==> config.mk <==
export PLATFORM = sky130hd
export DESIGN_NAME = clock_set_ctrl
export DESIGN_NICKNAME = d
export VERILOG_FILES = /design/src/rtl/calendar_pkg.sv /design/src/rtl/btn_repeat.sv /design/src/rtl/clock_set_ctrl.sv
export SDC_FILE = /design/constraint.sdc
export NUM_CORES = 1
export LEC_CHECK = 0
export ABC_AREA = 1
export ABC_CLOCK_PERIOD_IN_PS = 5000
export CORE_ASPECT_RATIO = 0.9
export CORE_MARGIN = 3
export CORE_UTILIZATION = 25
export CTS_BUF_LIST = sky130_fd_sc_hd__clkbuf_4 sky130_fd_sc_hd__clkbuf_8 sky130_fd_sc_hd__clkbuf_16
export DETAILED_ROUTE_END_ITERATION = 10
export HOLD_SLACK_MARGIN = 0.1
export PLACE_DENSITY_LB_ADDON = 0.15
export SYNTH_ARGS = -nofsm -noshare
export SYNTH_HDL_FRONTEND = slang
export SYNTH_SLANG_ARGS = --single-unit
export TNS_END_PERCENT = 100
==> constraint.sdc <==
create_clock -name SYS_CLK -period 5 [get_ports SYS_CLK]
set_clock_uncertainty 0.15 [all_clocks]
set_input_delay 1 -clock SYS_CLK [delete_from_list [all_inputs] [get_ports SYS_CLK]]
set_output_delay 1 -clock SYS_CLK [all_outputs]
set_load 0.005 [all_outputs]
==> src/rtl/calendar_pkg.sv <==
// Shared types and field limits for the time-of-day controller.
// Mode encodings, field widths and wrap values.
package calendar_pkg;

  typedef enum logic [1:0] {
    RUN      = 2'd0,
    SET_HOUR = 2'd1,
    SET_MIN  = 2'd2,
    SET_SEC  = 2'd3
  } mode_t;

  localparam int HOUR_W = 5;
  localparam int MIN_W  = 6;
  localparam int SEC_W  = 6;

  localparam logic [HOUR_W-1:0] HOUR_MAX = 5'd23;
  localparam logic [MIN_W-1:0]  MIN_MAX  = 6'd59;
  localparam logic [SEC_W-1:0]  SEC_MAX  = 6'd59;

  // SET_SEC wraps back to RUN
  function automatic mode_t next_mode(input mode_t m);
    return mode_t'(m + 2'd1);
  endfunction

endpackage

==> src/rtl/btn_repeat.sv <==
// Button rising-edge detect with optional hold-to-repeat on the ms tick.
// REP_DLY_MS = 0 removes the repeat path entirely.
module btn_repeat
  import calendar_pkg::*;
#(
  parameter int REP_DLY_MS = 500,
  parameter int REP_PER_MS = 100
) (
  input  logic clk,
  input  logic rst_n,
  input  logic tick,
  input  logic level,
  input  logic clr,
  output logic pulse
);

  logic prev;
  logic rise;

  // prev resets high so a button held through reset gives no edge
  always_ff @(posedge clk or negedge rst_n) begin
    if (!rst_n) prev <= 1'b1;
    else        prev <= level;
  end

  assign rise = level & ~prev;

  generate
    if (REP_DLY_MS == 0) begin : g_norep
      logic unused;
      assign unused = tick ^ clr;
      assign pulse  = rise;
    end else begin : g_rep
      localparam int CW = $clog2(REP_DLY_MS + REP_PER_MS + 1);
      localparam logic [CW-1:0] DLY = CW'(REP_DLY_MS);
      localparam logic [CW-1:0] TOP = CW'(REP_DLY_MS + REP_PER_MS);

      logic [CW-1:0] cnt;
      logic [CW-1:0] nxt;
      logic          rep;

      assign nxt = cnt + CW'(1);
      assign rep = level & tick & ((nxt == DLY) | (nxt == TOP));

      // after the first repeat the count cycles DLY..TOP
      always_ff @(posedge clk or negedge rst_n) begin
        if (!rst_n)              cnt <= '0;
        else if (!level || clr)  cnt <= '0;
        else if (tick)           cnt <= (nxt == TOP) ? DLY : nxt;
      end

      assign pulse = rise | rep;
    end
  endgenerate

endmodule

==> src/rtl/clock_set_ctrl.sv <==
// Time-of-day HH:MM:SS keeper with button set mode, blink hints
// and a day-carry pulse.
module clock_set_ctrl
  import calendar_pkg::*;
#(
  parameter int REP_DLY_MS = 500,
  parameter int REP_PER_MS = 100,
  parameter int BLINK_MS   = 500,
  parameter int TIMEOUT_S  = 30
) (
  input  logic              SYS_CLK,
  input  logic              SYS_RST_N,
  input  logic              MS_F,
  input  logic              S_F,
  input  logic              BTN_MODE,
  input  logic              BTN_INC,
  output logic [HOUR_W-1:0] HOUR,
  output logic [MIN_W-1:0]  MIN,
  output logic [SEC_W-1:0]  SEC,
  output logic [1:0]        MODE,
  output logic [2:0]        BLANK,
  output logic              DAY_F
);

  localparam int BW = $clog2(BLINK_MS + 1);
  localparam int TW = $clog2(TIMEOUT_S + 1);
  localparam logic [BW-1:0] B_LAST = BW'(BLINK_MS - 1);
  localparam logic [TW-1:0] T_LAST = TW'(TIMEOUT_S - 1);

  mode_t             mode, mode_n;
  logic [HOUR_W-1:0] hour, hour_n;
  logic [MIN_W-1:0]  min, min_n;
  logic [SEC_W-1:0]  sec, sec_n;
  logic [BW-1:0]     bcnt, bcnt_n;
  logic [TW-1:0]     tcnt, tcnt_n;
  logic              phase, phase_n;
  logic [2:0]        blank, blank_n;
  logic              day, day_n;
  logic              clr;
  logic              mode_p;
  logic              inc_p;

  btn_repeat #(
    .REP_DLY_MS(0),
    .REP_PER_MS(0)
  ) u_mode (
    .clk  (SYS_CLK),
    .rst_n(SYS_RST_N),
    .tick (MS_F),
    .level(BTN_MODE),
    .clr  (1'b0),
    .pulse(mode_p)
  );

  btn_repeat #(
    .REP_DLY_MS(REP_DLY_MS),
    .REP_PER_MS(REP_PER_MS)
  ) u_inc (
    .clk  (SYS_CLK),
    .rst_n(SYS_RST_N),
    .tick (MS_F),
    .level(BTN_INC),
    .clr  (clr),
    .pulse(inc_p)
  );

  always_ff @(posedge SYS_CLK or negedge SYS_RST_N) begin
    if (!SYS_RST_N) begin
      mode  <= RUN;
      hour  <= '0;
      min   <= '0;
      sec   <= '0;
      bcnt  <= '0;
      tcnt  <= '0;
      phase <= 1'b0;
      blank <= '0;
      day   <= 1'b0;
    end else begin
      mode  <= mode_n;
      hour  <= hour_n;
      min   <= min_n;
      sec   <= sec_n;
      bcnt  <= bcnt_n;
      tcnt  <= tcnt_n;
      phase <= phase_n;
      blank <= blank_n;
      day   <= day_n;
    end
  end

  always_comb begin
    mode_n  = mode;
    hour_n  = hour;
    min_n   = min;
    sec_n   = sec;
    bcnt_n  = bcnt;
    tcnt_n  = tcnt;
    phase_n = phase;
    blank_n = '0;
    day_n   = 1'b0;
    clr     = 1'b0;

    if (MS_F) begin
      if (bcnt == B_LAST) begin
        bcnt_n  = '0;
        phase_n = ~phase;
      end else begin
        bcnt_n  = bcnt + BW'(1);
      end
    end

    if (mode == RUN) begin
      if (S_F) begin
        if (sec != SEC_MAX) begin
          sec_n = sec + SEC_W'(1);
        end else begin
          sec_n = '0;
          if (min != MIN_MAX) begin
            min_n = min + MIN_W'(1);
          end else begin
            min_n = '0;
            if (hour != HOUR_MAX) begin
              hour_n = hour + HOUR_W'(1);
            end else begin
              hour_n = '0;
              day_n  = 1'b1;
            end
          end
        end
      end
      if (mode_p) mode_n = SET_HOUR;
    end else if (mode_p) begin
      // a mode change drops any coincident increment
      mode_n = next_mode(mode);
      tcnt_n = '0;
      clr    = (mode == SET_SEC);
    end else if (inc_p) begin
      tcnt_n  = '0;
      phase_n = 1'b0;
      unique case (mode)
        SET_HOUR: hour_n = (hour == HOUR_MAX) ? '0 : hour + HOUR_W'(1);
        SET_MIN:  min_n  = (min == MIN_MAX) ? '0 : min + MIN_W'(1);
        SET_SEC:  sec_n  = (sec == SEC_MAX) ? '0 : sec + SEC_W'(1);
        default:  ;
      endcase
    end else if (S_F) begin
      if (tcnt == T_LAST) begin
        mode_n = RUN;
        tcnt_n = '0;
        clr    = 1'b1;
      end else begin
        tcnt_n = tcnt + TW'(1);
      end
    end

    unique case (mode_n)
      RUN:      blank_n = 3'b000;
      SET_HOUR: blank_n = {phase_n, 2'b00};
      SET_MIN:  blank_n = {1'b0, phase_n, 1'b0};
      SET_SEC:  blank_n = {2'b00, phase_n};
    endcase
  end

  assign HOUR  = hour;
  assign MIN   = min;
  assign SEC   = sec;
  assign MODE  = mode;
  assign BLANK = blank;
  assign DAY_F = day;

endmodule

Word-level counts from Yosys, hierarchy flattened
Cells that the tools add are included.

cells by class
  add/sub/neg operators = 7
  equal/unequal tests = 20
  multiplexer cells = 54
  bitwise logic cells = 10
  reductions and logical operators = 14

operators by type and width
  operator                                               number
  two-way mux 6 bit                                      15
  two-way mux 5 bit                                      13
  two-way mux 10 bit                                     3
  two-way mux 1 bit                                      15
  adder 6 x 1 -> 6 bit (second input constant)           2
  equality test 6 bit (second input constant)            2
  two-way mux 2 bit                                      6
  != test 6 bit (second input constant)                  2
  one-hot mux 3 bit (4 select lines)                     1
  adder 10 x 1 -> 10 bit (second input constant)         1
  adder 5 x 1 -> 5 bit (second input constant)           2
  equality test 10 bit (second input constant)           1
  equality test 10 x 9 -> 1 bit (second input constant)  1
  equality test 5 bit (second input constant)            2
  nonzero test 2 bit                                     5
  adder 9 x 1 -> 9 bit (second input constant)           1
  equality test 9 bit (second input constant)            1
  two-way mux 9 bit                                      1
  equality test 2 bit (second input constant)            4
  != test 2 bit (second input constant)                  3
  AND reduction 6 bit                                    1
  != test 5 bit (second input constant)                  1
  AND reduction 5 bit                                    1
  AND 1 bit                                              4
  other kinds (11)                                       17

word-level totals
  bits in registers = 50
  input bits = 6
  output and inout bits = 23

Logic depth before layout (Yosys ltp)
  depth after elaboration = 10
  depth in mapped cells = 18
  gate-level depth less buffers = 18

Hierarchy
A second synthesis with hierarchy kept.

second synthesis, totals
  cells, all modules = 416
  area total of the unflattened synthesis = 3,198.1 sq um

by module, submodules not included
  module                instances  cells an instance  area each (sq um)  sequential area each (sq um)
  clock_set_ctrl        1          283                2,312.2            950.9
  btn_repeat at u_inc   1          130                849.6              276.5
  btn_repeat at u_mode  1          3                  36.3               26.3

Least setup slack after synthesis
Ideal clock, no wire load.

  path kind = input-to-reg
  start point = in MS_F
  end point = reg blank[0], in the netlist BLANK[0]
  setup time = 0.072 ns
  arrival time = 2.174 ns
  required time = 4.778 ns
  path slack = 2.604 ns
  stages = 7
  buffers on the path = 1
  path through = buf_2 > clkinv_1 > nor3_2 > xnor2_1 > a21oi_2 > nand3b_1 > nor2_1

between the ends
  elaborated cells between the ends (all ways) = 15

RTL lines
  what                                  line                   text
  from (decl)                           clock_set_ctrl.sv:13   input logic MS_F,
  AND 1 bit (2 in series)               btn_repeat.sv:43       assign rep = level & tick & ((nxt == DLY) | (nxt == TOP));
  bitwise OR 1 bit                      btn_repeat.sv:52       assign pulse = rise | rep;
  two-way mux 1 bit                     clock_set_ctrl.sv:137  end else if (inc_p) begin
  two-way mux 1 bit                     clock_set_ctrl.sv:132  end else if (mode_p) begin
  two-way mux 1 bit *                   clock_set_ctrl.sv:112  if (mode == RUN) begin
  via phase_n                           clock_set_ctrl.sv:36   logic phase, phase_n;
  one-hot mux 3 bit (4 select lines) *  clock_set_ctrl.sv:156  unique case (mode_n)
  via blank_n[0]                        clock_set_ctrl.sv:37   logic [2:0] blank, blank_n;
  to (signal assigned)                  clock_set_ctrl.sv:86   blank <= blank_n;
  to (decl)                             clock_set_ctrl.sv:37

The timed path passes the listed nets; every way through them passes the cells marked *.
A chain may end at the register's enable or synchronous reset.

Worst setup path in the final report
  start point = in MS_F
  end point = reg blank[2], in the netlist BLANK[2]

Same word-level chain as after synthesis.

==> metrics.csv <==
stage,metric,value,unit
clock_tree,clk_latency,290,ps
synthesis,synth_area_per_cell,7.887,sq um
job,cap_violations,0,
clock_tree,htreeDepth,2,
clock_tree,post-cts-setup-buffers,0,
synthesis,syn-instance-count,372,
grt,grt_max_degree,51,
cells_and_area,fillers,1198,
synthesis,synth_seq_area_share,42.73,%
worst_setup_path,cp-start-kind,input pin,
clock_tree,cts_hold_buf,0,
floorplan,fp.coreArea,11130,sq um
detailed_routing,drt-initial-drc-count,88,
detailed_routing,dr.pass1.iters,4,
synthesis,yosys_warnings,0,
floorplan,ioPinCount,29,
timing,fin_ws,1624,ps
clock_tree,cts_buffers,5,
cells_and_area,area_growth,21.88,%
floorplan,dieArea,13070,sq um
clock_tree,clkTransAtPathRegs,70,ps
floorplan,die_w,120.2,um
worst_setup_path,arrival,3450,ps
grt,grt_pass1_vias,2366,
detailed_routing,avgViaCountPerCell,4.273,
grt,antenna_found_initial,0,
synthesis,synthDistinctLibCells,36,
cells_and_area,final_layout_size_suffix_gt1_share,12.01,%
placed_design,dpl.hpwl,4598,um
placed_design,post-place-ws,1301,ps
synthesis,ys_ff_latch,50,
detailed_routing,route.detailed.drc,0,
timing,hold_viol,0,
min_path,hp-class,reg -> reg,
timing,setup_violations,0,
detailed_routing,finalWirelength,6423,um
timing,worst_pin_slew,780.4,ps
synthesis,netlist_area,2934,sq um
status,status,completed,
timing,fmax,296.2,MHz
floorplan,core.rowCount,36,
detailed_routing,vias,2393,
detailed_routing,ant_nets,0,
placed_design,port_buffers,28,
pwr,leakage,1.627,nW
clock_tree,postCtsResizedCells,0,
worst_setup_path,cp_max_fo,17,
clock_tree,cts_tree,done,
synthesis,synthesis.nets,389,
timing,slew_headroom,47.49,%
clock_tree,clk_path_buf_depth,2,
worst_setup_path,critical_path_class,in -> reg,
clock_tree,clock_sinks,50,
cells_and_area,nets,424,
worst_setup_path,crit_path_end_kind,register,
detailed_routing,wire_per_inst,11.47,um
worst_setup_path,worstPathRequired,5070,ps
grt,grt_use_total,10.59,%
timing,min_period,3376,ps
pwr,power_density,435.4,nW/um^2
cells_and_area,n_antenna_cell,0,
grt,grt_first_pass_wirelength,11210,um
timing,period_share,67.52,%
floorplan,initial_core_util,26.37,%
timing,drv_slew,0,
timing,tns,0,ps
grt,grt_overflow,0,
placed_design,place.gp.congestion,0.8267,
pwr,max-vdd-ir-drop,182.3,uV
timing,rsz0062_at_grt,false,
floorplan,dieHeight,108.8,um
clock_tree,cts-root-buf,clkbuf_16,
per-layer routing:
layer	GRT usage (%)	share of wire [%]	vias to the layer above
li1	-	-	1258
met1	14.67	52	1107
met5	0	0	-
met3	2.801	3.2	4
met2	16.37	43	24
met4	2.944	1.2	0
metrics by stage:
step	hold WS, ps	util, %	instances	instance area [sq um]	power [mW]
2_1_floorplan	288.4	-	372	2934	0.9621
3_3_place_gp	317.3	30.61	552	3406	1.173
3_5_place_dp	332.2	30.61	552	3406	1.170
4_1_cts	342.2	32.14	560	3576	1.581
5_1_grt	360.5	32.14	560	3576	1.681
6_report	339.6	32.14	560	3576	1.557
report_power, final:
group          switching, mW  internal [mW]  leakage, nW
combinational          0.278          0.259        0.896
clock                  0.156          0.242       0.0805
sequential             0.118          0.505        0.651
final cells by class:
cell class	instances	area, sq um	area share [%]
Clock inverter	2	37.54	1.050
Inverter	44	167.7	4.689
Multi-Input combinational cell	276	1504	42.06
Tap cell	152	190.2	5.318
Clock buffer	6	132.6	3.709
Timing Repair Buffer	30	290.3	8.118
Sequential cell	50	1254	35.06
placed cells by master (no fill, tap or decap), types with 6 or more instances in the layout:
cell	instances
a21oi_1	8
clkdlybuf4s50_1	27
dfrtp_1	48
ha_1	11
inv_1	39
nand2_1	93
nand2_2	7
nand3_1	25
nand4_1	6
nor2_1	50
o21ai_0	9
o21ai_1	11
xor2_1	13
worst max-delay path, cell delays in order:
cell             delay (ps)
clkdlybuf4s50_1         870
clkinv_1                420
nor3_2                  580
xnor2_1                 170
a21oi_2                 190
nand3b_1                120
nor2_1                  100
flip-flops by register name, summed over array words and instances (netlist names), 2 cells and up:
| register | count |
|---|---|
| BLANK | 3 |
| HOUR | 5 |
| tcnt | 5 |
| MODE | 2 |
| bcnt | 9 |
| u_inc.g_rep.cnt | 10 |
| MIN | 6 |
| SEC | 6 |
cells in the mapped netlist (all sizes together):
cell type    n  share of area (%)
inv         43                5.6
nor4         3               0.64
o21ai       21                3.7
buf          2               0.30
o22ai        3               0.64
nand3       28                5.5
nor3b        2               0.51
a21oi       12                2.6
clkinv       1               0.13
xnor2        3               0.90
xor2        13                3.9
nor2        54                7.6
or2          5                1.1
nand3b       2               0.51
o221a        1               0.38
nand2      106                 16
dfstp        2                1.8
ha          11                4.7
o21bai       2               0.51
dfrtp       48                 41
nor3         4               0.85
nand4        6                1.3
cell families after synthesis:
logic type / after synthesis / synth area share [%]
buffers and inverters: 46 / 6.012
flip-flops: 50 / 42.73
XOR/XNOR: 16 / 4.776
AND/OR/NAND/NOR: 210 / 33.99
AO/OA/AOI/OAI: 39 / 7.804
adder cells (fa/ha/maj): 11 / 4.691
worst paths after layout:
| check | from | end | slack (ps) | depth (start not counted) |
|---|---|---|---|---|
| worst min-delay path | bcnt[8]$_DFFE_PN0P_ | bcnt[8]$_DFFE_PN0P_ | 340 | 1 |
| max in group asynchronous | SYS_RST_N | tcnt[3]$_DFFE_PN0P_ | 3550 | 2 |
| min in group asynchronous | SYS_RST_N | tcnt[1]$_DFFE_PN0P_ | 670 | 2 |
| worst max-delay path | MS_F | BLANK[2]$_DFF_PN0_ | 1620 | 7 |
| worst min register to register | bcnt[8]$_DFFE_PN0P_ | bcnt[8]$_DFFE_PN0P_ | 340 | 1 |
| worst max register to register | u_inc.g_rep.cnt[0]$_DFFE_PN0P_ | HOUR[1]$_DFFE_PN0P_ | 2610 | 16 |
Note: power is estimated with default switching activity, not from simulation.
